## src/rtl/mult_pkg.sv

```systemverilog
// ============================================================================
// Module      : mult_pkg
// Description : Shared types, widths and helpers for the MULT32 sequencer.
// Revision    : 1.0 - initial release
// ============================================================================
`default_nettype none

package mult_pkg;

    localparam int WORD_W      = 32;
    localparam int LATENCY_MAX = 8;

    typedef enum logic [0:0] {
        IDLE = 1'b0,
        RUN  = 1'b1
    } state_t;

    // Unsigned magnitude of an operand; 0x80000000 maps onto itself.
    function automatic logic [WORD_W-1:0] operand_mag(input logic            is_signed,
                                                      input logic [WORD_W-1:0] value);
        return (is_signed && value[WORD_W-1]) ? (~value + WORD_W'(1)) : value;
    endfunction

endpackage

`default_nettype wire

```

## src/rtl/mult_sign_fix.sv

```systemverilog
// ============================================================================
// Module      : mult_sign_fix
// Description : Conditional two's-complement negate of the full product word.
// Revision    : 1.0 - initial release
// ============================================================================
`default_nettype none

module mult_sign_fix #(
    parameter int W = 64
) (
    input  logic         i_neg,
    input  logic [W-1:0] i_value,
    output logic [W-1:0] o_value
);

    // One wide add so the +1 carry ripples from the LO half into the HI half.
    assign o_value = i_neg ? (~i_value + W'(1)) : i_value;

endmodule

`default_nettype wire

```

## src/rtl/mult_ctrl.sv

```systemverilog
// ============================================================================
// Module      : mult_ctrl
// Description : Sequences one MULT32 multiply, applies sign correction and
//               commits the product into HI/LO; also handles MTHI/MTLO.
// Revision    : 1.0 - initial release
// ============================================================================
`default_nettype none

module mult_ctrl
    import mult_pkg::*;
#(
    parameter int LATENCY = 2
) (
    input  logic              clk,
    input  logic              rst,
    input  logic              i_start,
    input  logic              i_signed,
    input  logic [WORD_W-1:0] i_op_a,
    input  logic [WORD_W-1:0] i_op_b,
    input  logic              i_mthi,
    input  logic              i_mtlo,
    input  logic [WORD_W-1:0] i_wdata,
    output logic              o_busy,
    output logic              o_done,
    output logic [WORD_W-1:0] o_hi,
    output logic [WORD_W-1:0] o_lo,
    output logic [WORD_W-1:0] o_mul_a,
    output logic [WORD_W-1:0] o_mul_b,
    input  logic [WORD_W-1:0] i_mul_hi,
    input  logic [WORD_W-1:0] i_mul_lo
);

    localparam int CNT_W = (LATENCY > 1) ? $clog2(LATENCY) : 1;
    localparam logic [CNT_W-1:0] c_cnt_load = CNT_W'(LATENCY - 1);

    generate
        if (LATENCY < 1 || LATENCY > LATENCY_MAX) begin : g_latency_check
            $error("mult_ctrl: LATENCY must be within 1..LATENCY_MAX");
        end
    endgenerate

    state_t              r_state;
    logic [CNT_W-1:0]    r_cnt;
    logic                r_neg;
    logic                r_busy;
    logic                r_done;
    logic [WORD_W-1:0]   r_hi;
    logic [WORD_W-1:0]   r_lo;
    logic [WORD_W-1:0]   r_mul_a;
    logic [WORD_W-1:0]   r_mul_b;
    logic [2*WORD_W-1:0] w_product;

    mult_sign_fix #(
        .W (2*WORD_W)
    ) u_sign_fix (
        .i_neg   (r_neg),
        .i_value ({i_mul_hi, i_mul_lo}),
        .o_value (w_product)
    );

    always_ff @(posedge clk or posedge rst) begin
        if (rst) begin
            r_state <= IDLE;
            r_cnt   <= '0;
            r_neg   <= 1'b0;
            r_busy  <= 1'b0;
            r_done  <= 1'b0;
            r_hi    <= '0;
            r_lo    <= '0;
            r_mul_a <= '0;
            r_mul_b <= '0;
        end else begin
            r_done <= 1'b0;
            case (r_state)
                IDLE: begin
                    // A START in the same cycle as an MT write drops the write.
                    if (i_start) begin
                        r_mul_a <= operand_mag(i_signed, i_op_a);
                        r_mul_b <= operand_mag(i_signed, i_op_b);
                        r_neg   <= i_signed & (i_op_a[WORD_W-1] ^ i_op_b[WORD_W-1]);
                        r_cnt   <= c_cnt_load;
                        r_busy  <= 1'b1;
                        r_state <= RUN;
                    end else begin
                        if (i_mthi) r_hi <= i_wdata;
                        if (i_mtlo) r_lo <= i_wdata;
                    end
                end
                RUN: begin
                    if (r_cnt == '0) begin
                        {r_hi, r_lo} <= w_product;
                        r_done       <= 1'b1;
                        r_busy       <= 1'b0;
                        r_state      <= IDLE;
                    end else begin
                        r_cnt <= r_cnt - CNT_W'(1);
                    end
                end
                default: r_state <= IDLE;
            endcase
        end
    end

    assign o_busy  = r_busy;
    assign o_done  = r_done;
    assign o_hi    = r_hi;
    assign o_lo    = r_lo;
    assign o_mul_a = r_mul_a;
    assign o_mul_b = r_mul_b;

endmodule

`default_nettype wire

```

## config.mk

```make
export PLATFORM = sky130hd
export DESIGN_NAME = mult_ctrl
export DESIGN_NICKNAME = d
export VERILOG_FILES = /design/src/rtl/mult_pkg.sv /design/src/rtl/mult_sign_fix.sv /design/src/rtl/mult_ctrl.sv
export SDC_FILE = /design/constraint.sdc
export NUM_CORES = 1
export LEC_CHECK = 0
export CORE_AREA = 3 3 157 159
export CTS_CLUSTER_SIZE = 30
export DETAILED_ROUTE_END_ITERATION = 8
export DIE_AREA = 0 0 160 162
export MAX_ROUTING_LAYER = met4
export SYNTH_ARGS = -nofsm -noshare
export SYNTH_HDL_FRONTEND = slang
export SYNTH_SLANG_ARGS = --single-unit
```

## constraint.sdc

```tcl
create_clock -name clk -period 11.05 [get_ports clk]
set_input_delay 2.21 -clock clk [delete_from_list [all_inputs] [get_ports clk]]
set_output_delay 2.21 -clock clk [all_outputs]
set_load 0.01 [all_outputs]
```

==> out/qor.yml <==
critical_path:
  crit_arrival_ns: 5.03
  end_kind: "flop"
  crit_type: "in -> reg"
  required_ns: 11.35
  reg2reg_from: "r_state$_DFF_PP0_"
  critPathLaunchType: "primary input"
  ff2ff_setup_slack_ns: 8.34
  ff2ff_path_depth: 7
  cp_max_fo: 7
  reg2reg_to: "o_lo[25]$_DFFE_PP0P_"
placement:
  hpwl_um: 22300
  globalplace.congestion: 0.905
  io_buffers: 295
  dp.cells: 1511
  placed_area_um2: 11400
  place_ws_ns: 5.97
synth:
  ys_types: 55
  avgSynthCellArea_um2: 8.64
  dominantRegCellSynth: "dfrtp_1"
  synth-edff-count: 0
  ys_seq_area_share_pct: 40.7
  synth-seq-cells: 133
  yosys_warnings: 0
  async_flop_share_pct: 100
  syn_nets: 1116
  netlist_instances: 947
  syn_area_um2: 8190
clocking:
  numCtsBuffers: 17
  root_buffer: "clkbuf_16"
  cts_resized: 0
  cts_sinks: 133
  cts_tree: "yes"
  post_cts_buffers: 0
  path_clk_slew_ns: 0.06
  cts_buffer_depth: 2
  htreeDepth: 4
  postCtsHoldBufs: 0
  clkLatencyLatePin_ns: 0.43
sta:
  timing.hold.ws_ns: 0.474
  final-max-slew-violation-count: 0
  hold_violations: 0
  finalCritPeriodShare_pct: 42.8
  skew_ns: 0.0133
  rsz0062_at_grt: "no"
  fin_crit_ns: 4.73
  slew_headroom_pct: 38.4
  setup_ws_ns: 6.32
  worst_pin_slew_ns: 0.924
  fin_setup_tns_ns: 0
  fmax_ghz: 0.211
  setup_viol: 0
die:
  core_um2: 23400
  rows: 56
  design.die.area_um2: 25900
  die_w_um: 160
  die_h_um: 162
  start_util_pct: 35.0
  ios: 296
global_routing:
  grt_pass1_wl_um: 46000
  grt_max_degree: 97
  gr-total-overflow: 0
  grt_pass1_vias: 8014
  grt.total_usage_pct: 23.3
  antenna_found_initial: 1
finish:
  final-seq-area_um2: 3330
  multi_input_area_um2: 4610
  area_delta_synth_final_pct: 47.2
  fin_cells: 1545
  final_util_pct: 51.5
  fin_nets: 1380
  nFillCells: 2271
  drive_above_1_share_pct: 6.13
  final_cell_area_um2: 12100
power:
  ir_worst_vdd_v: 0.000121
  finalPower_mw: 2.99
  power_density_nw_per_um2: 248
  p_leak_nw: 4.62
route:
  drtPass1Iterations: 6
  finalWirelength_um: 29800
  avgRoutedWirePerCell_um: 19.3
  via_per_inst: 5.23
  antenna_left: 0
  dr.first_iter.drc_count: 523
  vias: 8081
  drc_errors: 0
status:
  outcome: "finished, final reports clean"
worst_hold_path:
  hp-class: "reg -> reg"
  hold_path.startpoint: "o_lo[6]$_DFFE_PP0P_"
  worstHoldEndpoint: "o_lo[6]$_DFFE_PP0P_"
  holdPathStages: 1
run:
  drv_cap: 0
[Yosys cell counts (2+ instances only)]
library cell / number / area (um^2)
nand4_1: 4 / 25.0
nor3_1: 19 / 95.1
nand3_1: 11 / 55.1
or3_4: 2 / 22.5
o31ai_1: 20 / 150
o41ai_2: 7 / 114
mux2i_1: 5 / 50.1
nor2_1: 79 / 297
nor3b_1: 21 / 158
o21ai_0: 124 / 621
o311ai_0: 2 / 17.5
xnor2_1: 41 / 359
nand3b_1: 3 / 22.5
or4_1: 16 / 120
o41ai_1: 11 / 96.3
o21ai_1: 5 / 25.0
o211ai_1: 2 / 15.0
a21oi_1: 76 / 380
nor4_1: 13 / 81.3
xor2_1: 75 / 657
and2_1: 2 / 12.5
or2_2: 8 / 50.1
o221ai_1: 4 / 35.0
nand2_1: 109 / 409
or4_4: 3 / 33.8
dfrtp_1: 133 / 3330
inv_1: 12 / 45.0
nand2b_1: 6 / 37.5
a31oi_1: 8 / 50.1
nor4_2: 2 / 25.0
clkbuf_1: 53 / 199
a221o_1: 3 / 30.0
buf_1: 3 / 11.3
a21o_1: 12 / 90.1
nor4_4: 2 / 42.5
a221oi_1: 5 / 43.8
or3_1: 22 / 138
a211oi_1: 5 / 37.5
ha_1: 3 / 37.5
[placed cells by master, fill, tap and decap left out, types with 4 or more instances in the layout]
master / instances
a211oi_1: 5
a21o_1: 12
a21oi_1: 74
a221oi_1: 5
a31oi_1: 8
buf_4: 8
bufinv_16: 4
clkbuf_16: 17
clkdlybuf4s50_1: 295
dfrtp_1: 131
inv_1: 11
inv_6: 6
mux2i_1: 5
nand2_1: 109
nand2b_1: 5
nand3_1: 11
nand4_1: 4
nor2_1: 79
nor3_1: 19
nor3b_1: 21
nor4_1: 13
o21ai_0: 124
o21ai_1: 5
o221ai_1: 4
o31ai_1: 20
o41ai_1: 11
o41ai_2: 7
or2_2: 8
or3_1: 22
or4_1: 16
xnor2_1: 41
xor2_1: 75
[cells by family (layout without fill, tap and decap cells)]
family	Yosys count	in the layout	share of synthesized area, %
buffers and inverters	71	348	3.36
xor gates and xnor gates	116	116	12.4
AOI/OAI and AO/OA	288	288	21.5
DFF	133	133	40.7
other	0	2	0
adders and majority gates	3	3	0.459
muxes	6	6	0.749
and+or+nand+nor	330	330	20.9
[worst max-delay path by stage]
stage                             from                   end  slack (ns)  cells after the start
after global placement    i_mul_lo[10]  o_hi[29]$_DFFE_PP0P_        5.97                      7
final                      i_mul_lo[1]  o_hi[16]$_DFFE_PP0P_        6.32                      9
after floorplan                    rst    o_busy$_DFFE_PP0P_        5.29                      1
after global routing       i_mul_lo[8]  o_hi[29]$_DFFE_PP0P_        6.21                      7
after CTS                 i_mul_lo[10]  o_hi[29]$_DFFE_PP0P_        6.41                      7
after detailed placement  i_mul_lo[10]  o_hi[29]$_DFFE_PP0P_        5.97                      7
[registers in the layout, summed over array words and instances (netlist names)]
name,cells
o_busy,1
r_neg,1
o_mul_b,32
o_hi,32
r_cnt,1
o_done,1
o_mul_a,32
r_state,1
o_lo,32
[metal layers]
| layer | part of all wire (%) | GRT usage, % |
|---|---|---|
| met1 | 42 | 28.6 |
| met2 | 46 | 36.2 |
| met3 | 10 | 9.51 |
| met4 | 1.8 | 5.52 |
| met5 | 0 | - |
[power breakdown]
part	switching, mW	leakage [nW]	internal (mW)
combinational	0.769	2.70	0.723
sequential	0.136	1.61	0.734
clock	0.236	0.309	0.388
[layout make-up]
class,count,share of cell area (%)
Multi-Input combinational cell,743,38.3
Clock inverter,13,1.61
Tap cell,319,3.31
Clock buffer,19,3.68
Antenna cell,2,0.0415
Inverter,13,0.446
Timing Repair Buffer,303,25.0
Sequential cell,133,27.6
[worst max-delay path, cell delays in order]
cell,delay [ns]
clkdlybuf4s50_1,0.46
inv_1,0.11
ha_1,0.17
or3b_2,0.55
nor4_4,0.40
nand4_2,0.39
o41ai_1,0.47
xor2_1,0.19
o21ai_0,0.08
(Power assumes the default switching activity.)
